### config.mk
export PLATFORM = sky130hd
export DESIGN_NAME = wb_writeback_unit
export DESIGN_NICKNAME = d
export VERILOG_FILES = /design/src/rtl/wb_pkg.sv /design/src/rtl/wb_rr_arb2.sv /design/src/rtl/wb_writeback_unit.sv
export SDC_FILE = /design/constraint.sdc
export NUM_CORES = 1
export LEC_CHECK = 0
export CAP_MARGIN = 25
export CORE_UTILIZATION = 46
export DETAILED_ROUTE_END_ITERATION = 8
export PLACE_DENSITY = 0.86
export SKIP_CTS_REPAIR_TIMING = 1
export SYNTH_ARGS = -nofsm -noshare
export SYNTH_HDL_FRONTEND = slang
export SYNTH_SLANG_ARGS = --single-unit
### constraint.sdc
create_clock -name clk -period 6.9 [get_ports clk]
set_input_delay 1.38 -clock clk [delete_from_list [all_inputs] [get_ports clk]]
set_output_delay 1.38 -clock clk [all_outputs]
set_load 0.03 [all_outputs]
### src/rtl/wb_pkg.sv
`default_nettype none
// ============================================================================
//  Module  : wb_pkg
//  Purpose : Shared types and constants for the writeback unit.
//            XLEN / REG_AW give the default result width and register index
//            width; wb_req_t bundles one producer result; wb_src_e names the
//            two producers (ALU = 0, LSU = 1).
//  Rev     : 1.0  initial release
// ============================================================================
package wb_pkg;

  localparam int XLEN   = 32;
  localparam int REG_AW = 5;

  typedef struct packed {
    logic [REG_AW-1:0] dest;
    logic [XLEN-1:0]   data;
  } wb_req_t;

  typedef enum logic {
    SRC_ALU = 1'b0,
    SRC_LSU = 1'b1
  } wb_src_e;

endpackage : wb_pkg
`default_nettype wire

### src/rtl/wb_rr_arb2.sv
`default_nettype none
// ============================================================================
//  Module  : wb_rr_arb2
//  Purpose : Two-request arbiter producing a one-hot grant in the same cycle.
//            Round-robin mode: on a conflict the source named by the pointer
//            wins and the pointer then moves to the loser. Fixed-priority
//            mode: request 1 (LSU) always wins a conflict.
//  Ports   : clk     in   clock
//            rst     in   asynchronous active-high reset; forces gnt_o to 0
//            req_i   in   [1:0] requests, bit 0 = ALU, bit 1 = LSU
//            gnt_o   out  [1:0] one-hot grant
//  Rev     : 1.0  initial release
// ============================================================================
module wb_rr_arb2
  import wb_pkg::*;
#(
  parameter bit FIXED_PRIO = 1'b0
) (
  input  logic       clk,
  input  logic       rst,
  input  logic [1:0] req_i,
  output logic [1:0] gnt_o
);

  wb_src_e ptr_q;
  wb_src_e ptr_d;

  always_comb begin
    gnt_o = 2'b00;
    ptr_d = ptr_q;
    if (!rst) begin
      unique case (req_i)
        2'b01:   gnt_o = 2'b01;
        2'b10:   gnt_o = 2'b10;
        2'b11: begin
          if (FIXED_PRIO) begin
            gnt_o = 2'b10;
          end else begin
            gnt_o = (ptr_q == SRC_ALU) ? 2'b01 : 2'b10;
            // Every grant is a transfer, so the loser gets the next conflict.
            ptr_d = (ptr_q == SRC_ALU) ? SRC_LSU : SRC_ALU;
          end
        end
        default: gnt_o = 2'b00;
      endcase
    end
  end

  always_ff @(posedge clk or posedge rst) begin
    if (rst) begin
      ptr_q <= SRC_ALU;
    end else begin
      ptr_q <= ptr_d;
    end
  end

endmodule : wb_rr_arb2
`default_nettype wire

### src/rtl/wb_writeback_unit.sv
`default_nettype none
// ============================================================================
//  Module  : wb_writeback_unit
//  Purpose : Writeback stage. Arbitrates ALU and LSU results, issues one
//            registered register-file write per cycle and tracks which
//            registers have a write in flight (busy scoreboard).
//  Ports   : clk, rst              clock / async active-high reset
//            alu_valid_i/ready_o   ALU handshake, alu_dest_i, alu_data_i
//            lsu_valid_i/ready_o   LSU handshake, lsu_dest_i, lsu_data_i
//            issue_en_i/dest_i     decode marks issue_dest_i as pending
//            wr_en_o/dest_o/data_o registered regfile write port
//            busy_o                pending-write vector, bit 0 always 0
//  Rev     : 1.0  initial release
// ============================================================================
module wb_writeback_unit #(
  parameter int XLEN     = 32,
  parameter int NREGS    = 32,
  parameter bit LSU_PRIO = 1'b0
) (
  input  logic                     clk,
  input  logic                     rst,
  input  logic                     alu_valid_i,
  output logic                     alu_ready_o,
  input  logic [$clog2(NREGS)-1:0] alu_dest_i,
  input  logic [XLEN-1:0]          alu_data_i,
  input  logic                     lsu_valid_i,
  output logic                     lsu_ready_o,
  input  logic [$clog2(NREGS)-1:0] lsu_dest_i,
  input  logic [XLEN-1:0]          lsu_data_i,
  input  logic                     issue_en_i,
  input  logic [$clog2(NREGS)-1:0] issue_dest_i,
  output logic                     wr_en_o,
  output logic [$clog2(NREGS)-1:0] wr_dest_o,
  output logic [XLEN-1:0]          wr_data_o,
  output logic [NREGS-1:0]         busy_o
);

  import wb_pkg::*;

  localparam int AW = $clog2(NREGS);

  logic [1:0]      gnt;
  logic            xfer;
  wb_src_e         sel_src;
  logic [AW-1:0]   sel_dest;
  logic [XLEN-1:0] sel_data;

  logic            wr_en_q,   wr_en_d;
  logic [AW-1:0]   wr_dest_q;
  logic [XLEN-1:0] wr_data_q;
  logic [NREGS-1:0] busy_q, busy_d;
  logic [NREGS-1:0] set_vec, clr_vec;

  // --------------------------------------------------------------------------
  // Arbitration: a grant is always a transfer since nothing else stalls.
  // --------------------------------------------------------------------------
  wb_rr_arb2 #(
    .FIXED_PRIO (LSU_PRIO)
  ) u_arb (
    .clk   (clk),
    .rst   (rst),
    .req_i ({lsu_valid_i, alu_valid_i}),
    .gnt_o (gnt)
  );

  assign alu_ready_o = gnt[0];
  assign lsu_ready_o = gnt[1];
  assign xfer        = |gnt;

  // --------------------------------------------------------------------------
  // Result mux
  // --------------------------------------------------------------------------
  always_comb begin
    sel_src  = gnt[1] ? SRC_LSU : SRC_ALU;
    sel_dest = (sel_src == SRC_LSU) ? lsu_dest_i : alu_dest_i;
    sel_data = (sel_src == SRC_LSU) ? lsu_data_i : alu_data_i;
    // x0 results are consumed but never written.
    wr_en_d  = xfer && (sel_dest != '0);
  end

  // --------------------------------------------------------------------------
  // Output register stage: dest/data keep their last values when idle.
  // --------------------------------------------------------------------------
  always_ff @(posedge clk or posedge rst) begin
    if (rst) begin
      wr_en_q   <= 1'b0;
      wr_dest_q <= '0;
      wr_data_q <= '0;
    end else begin
      wr_en_q <= wr_en_d;
      if (xfer) begin
        wr_dest_q <= sel_dest;
        wr_data_q <= sel_data;
      end
    end
  end

  assign wr_en_o   = wr_en_q;
  assign wr_dest_o = wr_dest_q;
  assign wr_data_o = wr_data_q;

  // --------------------------------------------------------------------------
  // Scoreboard. Bit 0 is never decoded, so x0 can neither set nor clear.
  // A same-cycle set overrides a clear: the issued instruction is newer.
  // --------------------------------------------------------------------------
  always_comb begin
    set_vec = '0;
    clr_vec = '0;
    for (int i = 1; i < NREGS; i++) begin
      set_vec[i] = issue_en_i && (issue_dest_i == AW'(i));
      clr_vec[i] = xfer && (sel_dest == AW'(i));
    end
    busy_d    = (busy_q & ~clr_vec) | set_vec;
    busy_d[0] = 1'b0;
  end

  always_ff @(posedge clk or posedge rst) begin
    if (rst) begin
      busy_q <= '0;
    end else begin
      busy_q <= busy_d;
    end
  end

  assign busy_o = busy_q;

endmodule : wb_writeback_unit
`default_nettype wire
==> metrics <==
PD cells 285 nW/µm²; internal power 979 µW; endpoints failing setup 0; worst min-delay path class flop to flop; Die Y 91.4 µm; post-DR wirelength/cell 18.0 µm; Antenna diodes 0; switch share 0.371; CP endpoint kind primary output; DIE WIDTH 91.4 µm; largest net degree at the start of global routing 57; DR vias/cell 5.93; H-Tree Depth 3; core area 7730 µm²; Cells after DPL 623; Top Ports 156; TritonRoute pass-1 iters 7; FP Rows 32; CTS max path bufs 2; Worst Path Arrival 4.11 ns; final WL 11.5 mm; Req. time, crit path 5.52 ns; Post-layout nets 616; WS Path Type input port to primary output; Finished Cell Area 5480 µm²; max_slew headroom 0.259; first-pass GRT wire length 18.5 mm; Synth Register Bits 70; max cap viols 0; top cell type's share of synthesized area 0.477; outcome complete, no violations; CP max FO 33; fmax 0.182 GHz; unrepaired setup endpoints after global routing no; # port buffers 154; worst path cell trace clkdlybuf4s50_1, and2b_4, nand2_1, inv_1, buf_4, clkdlybuf4s50_1; GRT Total Usage 0.282; Sum Neg Setup Slack 0 ns; CP max-delay cell clkdlybuf4s50_1; Overflow after GRT 0; Comb pwr share 0.402; clock latency on the worst-skew pair 0.35 ns; Fillers 580; most frequent cells in the layout 154 x clkdlybuf4s50_1, 84 x nand2_1, 70 x dfrtp_1, 32 x a22oi_1, 23 x inv_1; CTS tree done; Net Switching 579 µW; synthesized area 3670 µm²; EDFF count, synth 0; DR iter-0 viols 351; Placed Area 5250 µm²; routed wl met3 808 µm; met2 WL 5.56 mm; sequential area share after synthesis 0.477; sequential share of power 0.356; Residual DRC 0; initial antenna violation count 0; Met1 Wirelength 4.75 mm; CTS Buf Count 9; max-slew violations 0; hpwl dp 8.28 mm; Vias 3790; final count of hold timing violations 0; die area 8350 µm²; Synth area leader dfrtp_1; Static Leak 0.00228 µW; starting density of the core 0.475; Layout Cells excl Fill 639; clk sinks 70; ranking of synthesized cells by area dfrtp_1 48%, nand2_1 8.6%, a22oi_1 6.5%; share of post-route cells with drive strength above 1 0.0596; Async S/R FF share, synth 1.00; crit start category input port; Clk pwr share 0.242; clk_skew 0.0110 ns; Unique masters post-synth 46; synth warn 0; fin crit share 0.796; CP most frequent cell clkdlybuf4s50_1; Design Power 1560 µW; most common cell after layout, fill and taps aside clkdlybuf4s50_1; clk root buf clkbuf_8; post-synthesis cell count 389; clk slew on worst S/H paths 0.07 ns; fin crit period 5.49 ns; top routing layer in use met4; antenna-violating nets left 0; Post-Syn Area per Cell 9.44 µm²; Area Growth Syn to Fin 49.1%; Slew @ Worst Pin 1.11 ns; Primary FF master, synth dfrtp_1; Synthesized Nets 473; peak supply drop 0.212 mV; GP Congestion 0.885; vias in the first global route 3742; Critical Path Max Stage Delay 0.77 ns
power groups by stage:
stage / combinational [µW] / sequential [µW] / clock, µW
after floorplan: 173 / 734 / 0
after global placement: 614 / 559 / 0
after detailed placement: 623 / 562 / 0
after CTS: 627 / 556 / 380
after global routing: 663 / 565 / 395
final: 627 / 555 / 376
path summary, 6_finish.rpt:
| check | startpoint | endpoint | slack [ns] | cells past startpoint |
|---|---|---|---|---|
| worst max-delay path | rst | lsu_ready_o | 1.41 | 6 |
| worst min-delay path | wr_dest_o[1] | wr_dest_o[1] | 0.49 | 2 |
| worst max register to register | u_arb.ptr_q | busy_o[14] | 4.46 | 4 |
| worst min register to register | wr_dest_o[1] | wr_dest_o[1] | 0.49 | 2 |
| max in group asynchronous | rst | wr_en_o | 3.90 | 3 |
| min in group asynchronous | rst | wr_data_o[13] | 2.04 | 2 |
per-stage QoR:
stage	hold WS, ns	util	setup slack, ns
2_1_floorplan	0.479	-	1.95
3_3_place_gp	0.467	0.680	1.51
3_5_place_dp	0.482	0.680	1.45
4_1_cts	0.497	0.709	1.43
5_1_grt	0.524	0.709	1.24
6_report	0.493	0.709	1.41
layout make-up:
type                            count  area, µm²  area share
Clock inverter                      5       82.6      0.0151
Inverter                           24       91.3      0.0167
Timing Repair Buffer              158       1570       0.287
Clock buffer                       11        141      0.0258
Multi-Input combinational cell    269       1710       0.312
Tap cell                          102        128      0.0233
Sequential cell                    70       1750       0.320
worst max-delay path, delay by kind of cell:
kind / cells / cell delay, ns
AND/OR/NAND/NOR: 2 / 0.75
buffers and inverters: 4 / 1.98
cell usage after synthesis (2+ instances only):
| library cell | count |
|---|---|
| nor3_1 | 8 |
| or4_1 | 6 |
| nor2b_1 | 2 |
| nand3_1 | 2 |
| nor4bb_1 | 2 |
| dfrtp_1 | 70 |
| buf_2 | 6 |
| or2_2 | 3 |
| o21ai_0 | 11 |
| mux2i_1 | 4 |
| a32o_1 | 7 |
| a22o_1 | 2 |
| o32ai_1 | 6 |
| inv_1 | 24 |
| o2bb2ai_1 | 3 |
| a22oi_1 | 32 |
| o22ai_1 | 7 |
| nand2_1 | 84 |
| a2111oi_2 | 2 |
| nand2b_1 | 10 |
| a2111oi_0 | 3 |
| nor4_1 | 11 |
| nor2_1 | 7 |
| o221ai_1 | 8 |
| nand4b_1 | 3 |
| clkbuf_1 | 14 |
| a211oi_1 | 13 |
| buf_4 | 4 |
| a211o_1 | 18 |
metal layers:
layer,vias to the layer above,GRT usage
met2,203,0.458
li1,1740,-
met3,32,0.0511
met5,-,0
met4,0,0.136
met1,1815,0.365
cell families (layout without fill, tap and decap cells):
group	Yosys count	count (layout)	share of synthesized area
buffers and inverters	50	198	0.0593
xor gates and xnor gates	1	1	0.00238
DFF	70	70	0.477
other	1	1	0.00102
AOI/OAI and AO/OA	120	120	0.260
and+or+nand+nor	143	143	0.189
muxes	4	4	0.0109
flip-flops by register name, indices dropped and copies added (netlist names):
register and flops:
wr_dest_o 5, wr_en_o 1, busy_o 31, u_arb.ptr_q 1
wr_data_o 32
No activity file was read; power rests on OpenSTA's default activity.
